[src/rtl/carcontrol_nios2_mulx_pkg.sv]
// Shared definitions for the multi-cycle MUL/MULX sequencer: op encodings,
// FSM states, the operand request record and the fixed start-to-done latency.
package carcontrol_nios2_mulx_pkg;

  localparam logic [1:0] OP_MUL    = 2'b00;
  localparam logic [1:0] OP_MULXUU = 2'b01;
  localparam logic [1:0] OP_MULXSU = 2'b10;
  localparam logic [1:0] OP_MULXSS = 2'b11;

  localparam int LATENCY = 7;

  typedef enum logic [2:0] {IDLE, ISSUE, DRAIN, CORR, DONE} state_t;

  typedef struct packed {
    logic [1:0]  op;
    logic [31:0] a;
    logic [31:0] b;
  } mulx_req_t;

endpackage

[src/rtl/carcontrol_nios2_mul16_cell.sv]
// Registered 16x16 unsigned multiplier, always enabled, async-cleared output.
module carcontrol_nios2_mul16_cell (
  input  logic        clk,
  input  logic        reset_n,
  input  logic [15:0] a,
  input  logic [15:0] b,
  output logic [31:0] p
);

  always_ff @(posedge clk or negedge reset_n) begin
    if (!reset_n) p <= '0;
    else          p <= 32'(a) * 32'(b);
  end

endmodule

[src/rtl/carcontrol_nios2_mulx_seq.sv]
// 32x32 multiply sequencer: four 16x16 partial products through one registered
// cell, 64-bit accumulate, then signed high-word correction when
// CARCTL_MULX_SIGNED_EN is defined (otherwise signed ops return the MULXUU word).
module carcontrol_nios2_mulx_seq
  import carcontrol_nios2_mulx_pkg::*;
(
  input  logic        clk,
  input  logic        reset_n,
  input  logic        start,
  input  logic        kill,
  input  logic [1:0]  op,
  input  logic [31:0] src1,
  input  logic [31:0] src2,
  output logic        busy,
  output logic        done,
  output logic [31:0] result
);

  state_t      state, state_nx;
  mulx_req_t   req;
  logic [1:0]  k;
  logic [63:0] acc;
  logic [63:0] pp_w;
  logic [31:0] corr;
  logic [15:0] mul_a, mul_b;
  logic [31:0] mul_p;
  logic        accept;

  assign accept = start && !kill && (state == IDLE || state == DONE);

  carcontrol_nios2_mul16_cell u_mul (
    .clk     (clk),
    .reset_n (reset_n),
    .a       (mul_a),
    .b       (mul_b),
    .p       (mul_p)
  );

  always_ff @(posedge clk or negedge reset_n) begin
    if (!reset_n) state <= IDLE;
    else          state <= state_nx;
  end

  always_comb begin
    state_nx = state;
    if (kill) state_nx = IDLE;
    else begin
      case (state)
        IDLE, DONE: state_nx = start ? ISSUE : IDLE;
        ISSUE:      if (k == 2'd3) state_nx = DRAIN;
        DRAIN:      state_nx = CORR;
        CORR:       state_nx = DONE;
        default:    state_nx = IDLE;
      endcase
    end
  end

  // k selects halves: bit0 picks aH, bit1 picks bH -> p0,p1,p2,p3 in order
  always_comb begin
    busy  = (state == ISSUE) || (state == DRAIN) || (state == CORR);
    done  = (state == DONE);
    mul_a = k[0] ? req.a[31:16] : req.a[15:0];
    mul_b = k[1] ? req.b[31:16] : req.b[15:0];
  end

  // The cell output holds p(k-1); in DRAIN k has wrapped to 0 so k-1 = 3.
  always_comb begin
    case (k - 2'd1)
      2'd0:    pp_w = {32'd0, mul_p};
      2'd3:    pp_w = {mul_p, 32'd0};
      default: pp_w = {16'd0, mul_p, 16'd0};
    endcase
  end

  always_comb begin
    corr = acc[63:32];
    if (req.op == OP_MUL) corr = acc[31:0];
`ifdef CARCTL_MULX_SIGNED_EN
    else begin
      if ((req.op == OP_MULXSU || req.op == OP_MULXSS) && req.a[31]) corr = corr - req.b;
      if (req.op == OP_MULXSS && req.b[31])                          corr = corr - req.a;
    end
`endif
  end

  always_ff @(posedge clk or negedge reset_n) begin
    if (!reset_n) begin
      req    <= '0;
      k      <= '0;
      acc    <= '0;
      result <= '0;
    end else if (accept) begin
      req <= '{op: op, a: src1, b: src2};
      k   <= '0;
      acc <= '0;
    end else if (!kill) begin
      case (state)
        ISSUE: begin
          k <= k + 2'd1;
          if (k != 2'd0) acc <= acc + pp_w;
        end
        DRAIN:   acc <= acc + pp_w;
        CORR:    result <= corr;
        default: ;
      endcase
    end
  end

endmodule

[config.mk]
export PLATFORM = sky130hd
export DESIGN_NAME = carcontrol_nios2_mulx_seq
export DESIGN_NICKNAME = d
export VERILOG_FILES = /design/src/rtl/carcontrol_nios2_mulx_pkg.sv /design/src/rtl/carcontrol_nios2_mul16_cell.sv /design/src/rtl/carcontrol_nios2_mulx_seq.sv
export SDC_FILE = /design/constraint.sdc
export NUM_CORES = 1
export LEC_CHECK = 0
export ABC_AREA = 0
export BUFFER_PORTS_ARGS = -buffer_cell sky130_fd_sc_hd__buf_2
export CAP_MARGIN = 20
export CORE_UTILIZATION = 55
export DETAILED_ROUTE_END_ITERATION = 7
export PLACE_DENSITY = 0.73
export SYNTH_ARGS = -nofsm -noshare
export SYNTH_HDL_FRONTEND = slang
export SYNTH_SLANG_ARGS = --single-unit
[constraint.sdc]
create_clock -name clk -period 17 [get_ports clk]
set_input_delay 1.7 -clock clk [delete_from_list [all_inputs] [get_ports clk]]
set_output_delay 1.7 -clock clk [all_outputs]
set_load 0.02 [all_outputs]
# After elaboration in Yosys (flattened, before gate mapping)
# Cells that the tools add are included.
classes:
  add_sub_neg: 3
  mul: 1
  eq_ne: 9
  mux: 15
  n_bitwise: 2
  n_reduce_logical: 16
ops:
  columns: ["operator", "count"]
  rows:
  - ["one-hot mux 64 bit (2 select lines)", 2]
  - ["two-way mux 64 bit", 3]
  - ["adder 64 bit", 1]
  - ["multiplier 16 x 16 -> 32 bit", 1]
  - ["two-way mux 16 bit", 2]
  - ["two-way mux 32 bit", 1]
  - ["one-hot mux 3 bit (4 select lines)", 1]
  - ["equality test 3 x 2 -> 1 bit (second input constant)", 2]
  - ["two-way mux 2 bit", 3]
  - ["two-way mux 3 bit", 2]
  - ["AND reduction 3 bit", 2]
  - ["equality test 2 bit (second input constant)", 2]
  - ["logical NOT 2 bit", 2]
  - ["nonzero test 2 bit", 2]
  - ["equality test 3 x 1 -> 1 bit (second input constant)", 1]
  - ["equality test 3 bit (second input constant)", 1]
  - ["logical NOT 3 bit", 1]
  - ["logical OR 1 bit", 3]
  - ["inequality test 3 x 2 -> 1 bit (second input constant)", 1]
  - ["inequality test 3 bit (second input constant)", 1]
  - ["nonzero test 3 bit", 1]
  - ["adder 2 x 1 -> 2 bit (second input constant)", 1]
  - ["logical AND 1 bit", 2]
  - ["inequality test 2 x 1 -> 1 bit (second input constant)", 1]
  - ["other kinds (6)", 7]
totals:
  register_bits: 199
  in_bits: 70
  out_inout_bits: 34
  elab_cells: 54

# Depth between registers and ports, before layout
depth:
  word_depth: 8
  mapped_depth: 28
  ltp_nobuf: 25

# Hierarchy
# Synthesis repeated with hierarchy kept, for this count alone.
unflattened:
  hier_cells: 2433
  hier_area_um2: 20930.1
by_module_without_submodules:
  columns: ["mod", "n_inst", "cells_per_inst", "area_per_inst_um2", "seq_area_each_um2"]
  rows:
  - ["carcontrol_nios2_mulx_seq", 1, 1399, 11476.0, 4179.0]
  - ["carcontrol_nios2_mul16_cell", 1, 1034, 9454.1, 800.8]

# Worst setup path before layout
# Ideal clock, no wire load.
synth_path:
  kind: "register -> register"
  start: "reg k[0]"
  end: "reg u_mul.p[30]"
  arrival_time_ns: 7.091
  slack_ns: 9.779
  stages_incl_launch_ff: 27
  period_less_slack_ns: 7.221
  path_cell_list: "dfrtp_1 -> clkbuf_1 -> buf_1 -> buf_1 -> mux2i_1 -> nor2_1 -> fa_1 -> inv_1 -> fa_1 -> fa_1 -> fa_1 -> inv_1 -> fa_1 -> inv_1 -> fa_1 -> inv_1 -> ha_1 -> a21o_1 -> a21o_1 -> a211oi_1 -> o31ai_1 -> o31ai_1 -> a21oi_1 -> o21ai_0 -> a21o_1 -> o21ai_0 -> xor2_1"
synth_between:
  elab_chain_cells: 2
synth_rtl:
  columns: ["element", "line", "text"]
  rows:
  - ["start, declared", "carcontrol_nios2_mulx_seq.sv:21", "logic [1:0] k;"]
  - ["start signal, assigned", "carcontrol_nios2_mulx_seq.sv:99", "k <= k + 2'd1;"]
  - ["two-way mux 16 bit", "carcontrol_nios2_mulx_seq.sv:62", "mul_a = k[0] ? req.a[31:16] : req.a[15:0];"]
  - ["multiplier 16 x 16 -> 32 bit", "carcontrol_nios2_mul16_cell.sv:12", "else p <= 32'(a) * 32'(b);"]
  - ["end signal, assigned", "carcontrol_nios2_mul16_cell.sv:12", null]
  - ["end, declared", "carcontrol_nios2_mul16_cell.sv:7", "output logic [31:0] p"]
# No other way between the ends.
# A chain may end at the register's enable or synchronous reset.

# Worst setup path in the final report
# Same ends and word-level chain as after synthesis.

==> results.toml <==
[worst_setup_path]
cp_max_fo = 35
worstReg2RegStart = "k[0]"
reg2regPathDepth = 24
reg2reg_slack_ns = 9.48
cp.arrival_ns = 7.93
crit_path_end_kind = "flip-flop"
cp-startpoint = "k[0]"
crit_type = "flip-flop to flip-flop"
cp-start-kind = "flip-flop"
endpoint = "u_mul.p[30]"
r2r_end = "u_mul.p[30]"
worstPathRequired_ns = 17.41

[synth]
synthTopCellsByArea = "dfrtp_1, fa_1, ha_1, nand2_1, inv_1"
ys_warn_count = 0
synth_edf_count = 0
yosysSeqAreaShare_pct = 24.34
ys_async_sr_fraction_pct = 100.0
synthCells = 2381
synth_area_leader_cell = "dfrtp_1"
synth_top_area_share_pct = 24.34
syn_avg_cell_area_sq_um = 8.594
ys_types = 72
ys.flop_type = "dfrtp_1"
ys_ff_latch = 199
syn_nets = 2817
syn-cell-area_sq_mm = 0.02046

[final_layout]
area_growth_pct = 7.374
n_fill_cell = 3246
diodes = 0
fin_nets = 2853
layout_commonest_cell = "nand2_1"
fin_cells = 2898
design_area_sq_mm = 0.02197
drive_gt1_share_pct = 8.724
layout_common_cells = "nand2_1, inv_1, nor2_1, dfrtp_1, fa_1"

[clocking]
clock-sinks = 199
htreeDepth = 4
cts_setup_buffers = 0
clk_latency_ns = 0.49
cts.clk_slew.worst_paths_ns = 0.09
cts_buffers = 17
ctsResizeCount = 0
cts-root-buf = "clkbuf_16"
clockBufferDepth = 2
hold_buffers = 0
cts_tree = "yes"

[placement]
portBuffers = 103
dp_cells = 2862
place_area_sq_mm = 0.02131
place_congestion = 1.003
dp_hpwl_um = 45740

[routing]
first_pass_iters = 5
drt-total-wl_um = 57360
drc = 0
vias = 16990
drt_iter0_drc = 1071
ant_nets = 0
vias_per_cell = 5.863
routedWlPerCell_um = 19.79

[grt]
antenna_found_initial = 0
overflow = 0
grt_pass1_wl_um = 91000
grt_max_degree = 127
grt_pass1_vias = 16953
grt_usage_pct = 30.96

[timing]
finalSetupViolCount = 0
rsz0062_at_grt = "false"
post-route-period-util_pct = 44.24
hold_viol = 0
slew_violations = 0
max_freq_mhz = 133.0
tns_ns = 0
clock_skew_ns = 0.02034
slew_headroom_pct = 20.52
tightest_slew_ns = 1.159
post-route-min-period_ns = 7.522

[die]
rows = 70
start_util_pct = 55.89
die_h_um = 194.9
fp.dieW_um = 194.9
ioPinCount = 104
die-area_sq_mm = 0.03798
coreArea_sq_mm = 0.03661

[job]
maxCapViolations = 0

[run_status]
status = "finished clean"

[hold_path]
hp-class = "flip-flop to flip-flop"
## flip-flops by register name, summed over array words and instances (netlist names)
name,count
state,3
acc,64
u_mul.p,32
result,32
k,2
req,66
## per-stage QoR
step	util [%]	hold WS, ns	setup slack, ns
detailed placement	58.21	0.4744	9.496
finish	60.01	0.4901	9.478
CTS	59.84	0.4921	9.463
global placement	58.21	0.4676	9.619
global route	60.01	0.5150	8.975
floorplan	-	0.4401	9.779
## worst min-delay path by stage
stage	from	endpoint	cells after the start
CTS	req[6]	req[6]	2
global placement	req[6]	req[6]	2
detailed placement	req[32]	req[32]	2
floorplan	req[25]	req[25]	2
finish	req[6]	req[6]	2
global route	req[32]	req[32]	2
## logic make-up after synthesis
| group | after synthesis | share of synthesized area, % |
|---|---|---|
| and+or+nand+nor | 864 | 18.41 |
| DFF | 199 | 24.34 |
| muxes | 94 | 4.769 |
| buffers and inverters | 359 | 6.671 |
| xor gates and xnor gates | 85 | 3.638 |
| AOI/OAI and AO/OA | 414 | 12.64 |
| adders and majority gates | 366 | 29.53 |
## metal layers
metal / vias to the layer above / track usage, % / wire, um
li1: 7897 / - / -
met1: 8363 / 38.97 / 23550
met2: 588 / 52.82 / 28090
met3: 142 / 4.529 / 3076
met4: 0 / 13.79 / 2645
met5: - / 0 / 0
## cells in the mapped netlist (17+ instances only)
library cell    n
a21o_1         44
a21oi_1       128
a22o_1         17
and2_1         41
clkbuf_1       83
dfrtp_1       199
fa_1          195
ha_1          171
inv_1         250
mux2_2         28
mux2i_1        66
nand2_1       414
nand2b_1       35
nand3_1        80
nand4_1        24
nor2_1        208
nor3_1         20
o21ai_0       125
o21bai_1       17
xnor2_1        53
xor2_1         32
## critical path: stages (launching register included)
cell and delay (ns):
dfrtp_2 0.35, buf_4 0.46, mux2i_1 1.02, nor2_1 0.15, fa_1 0.52, inv_1 0.05
fa_1 0.49, fa_1 0.43, fa_1 0.54, inv_1 0.05, fa_1 0.47, inv_1 0.05
fa_1 0.53, inv_1 0.05, ha_1 0.35, nand3_1 0.10, nor2_1 0.13, nand2_1 0.07
o31ai_1 0.43, o31ai_1 0.15, a21oi_1 0.32, o21ai_0 0.15, a21o_1 0.18, o21ai_0 0.19
xor2_1 0.15
## cell type report
cell class	instances	area (sq um)	area share, %
Inverter	250	938.4	4.271
Clock buffer	18	429.2	1.953
Tap cell	468	585.6	2.665
Multi-Input combinational cell	1823	14140	64.36
Timing Repair Buffer	126	729.5	3.320
Clock inverter	14	167.7	0.7631
Sequential cell	199	4981	22.67
Power is left out: the tool's default activity adds up to more than one toggle a clock period on the data nets, which glitch-free logic cannot reach.
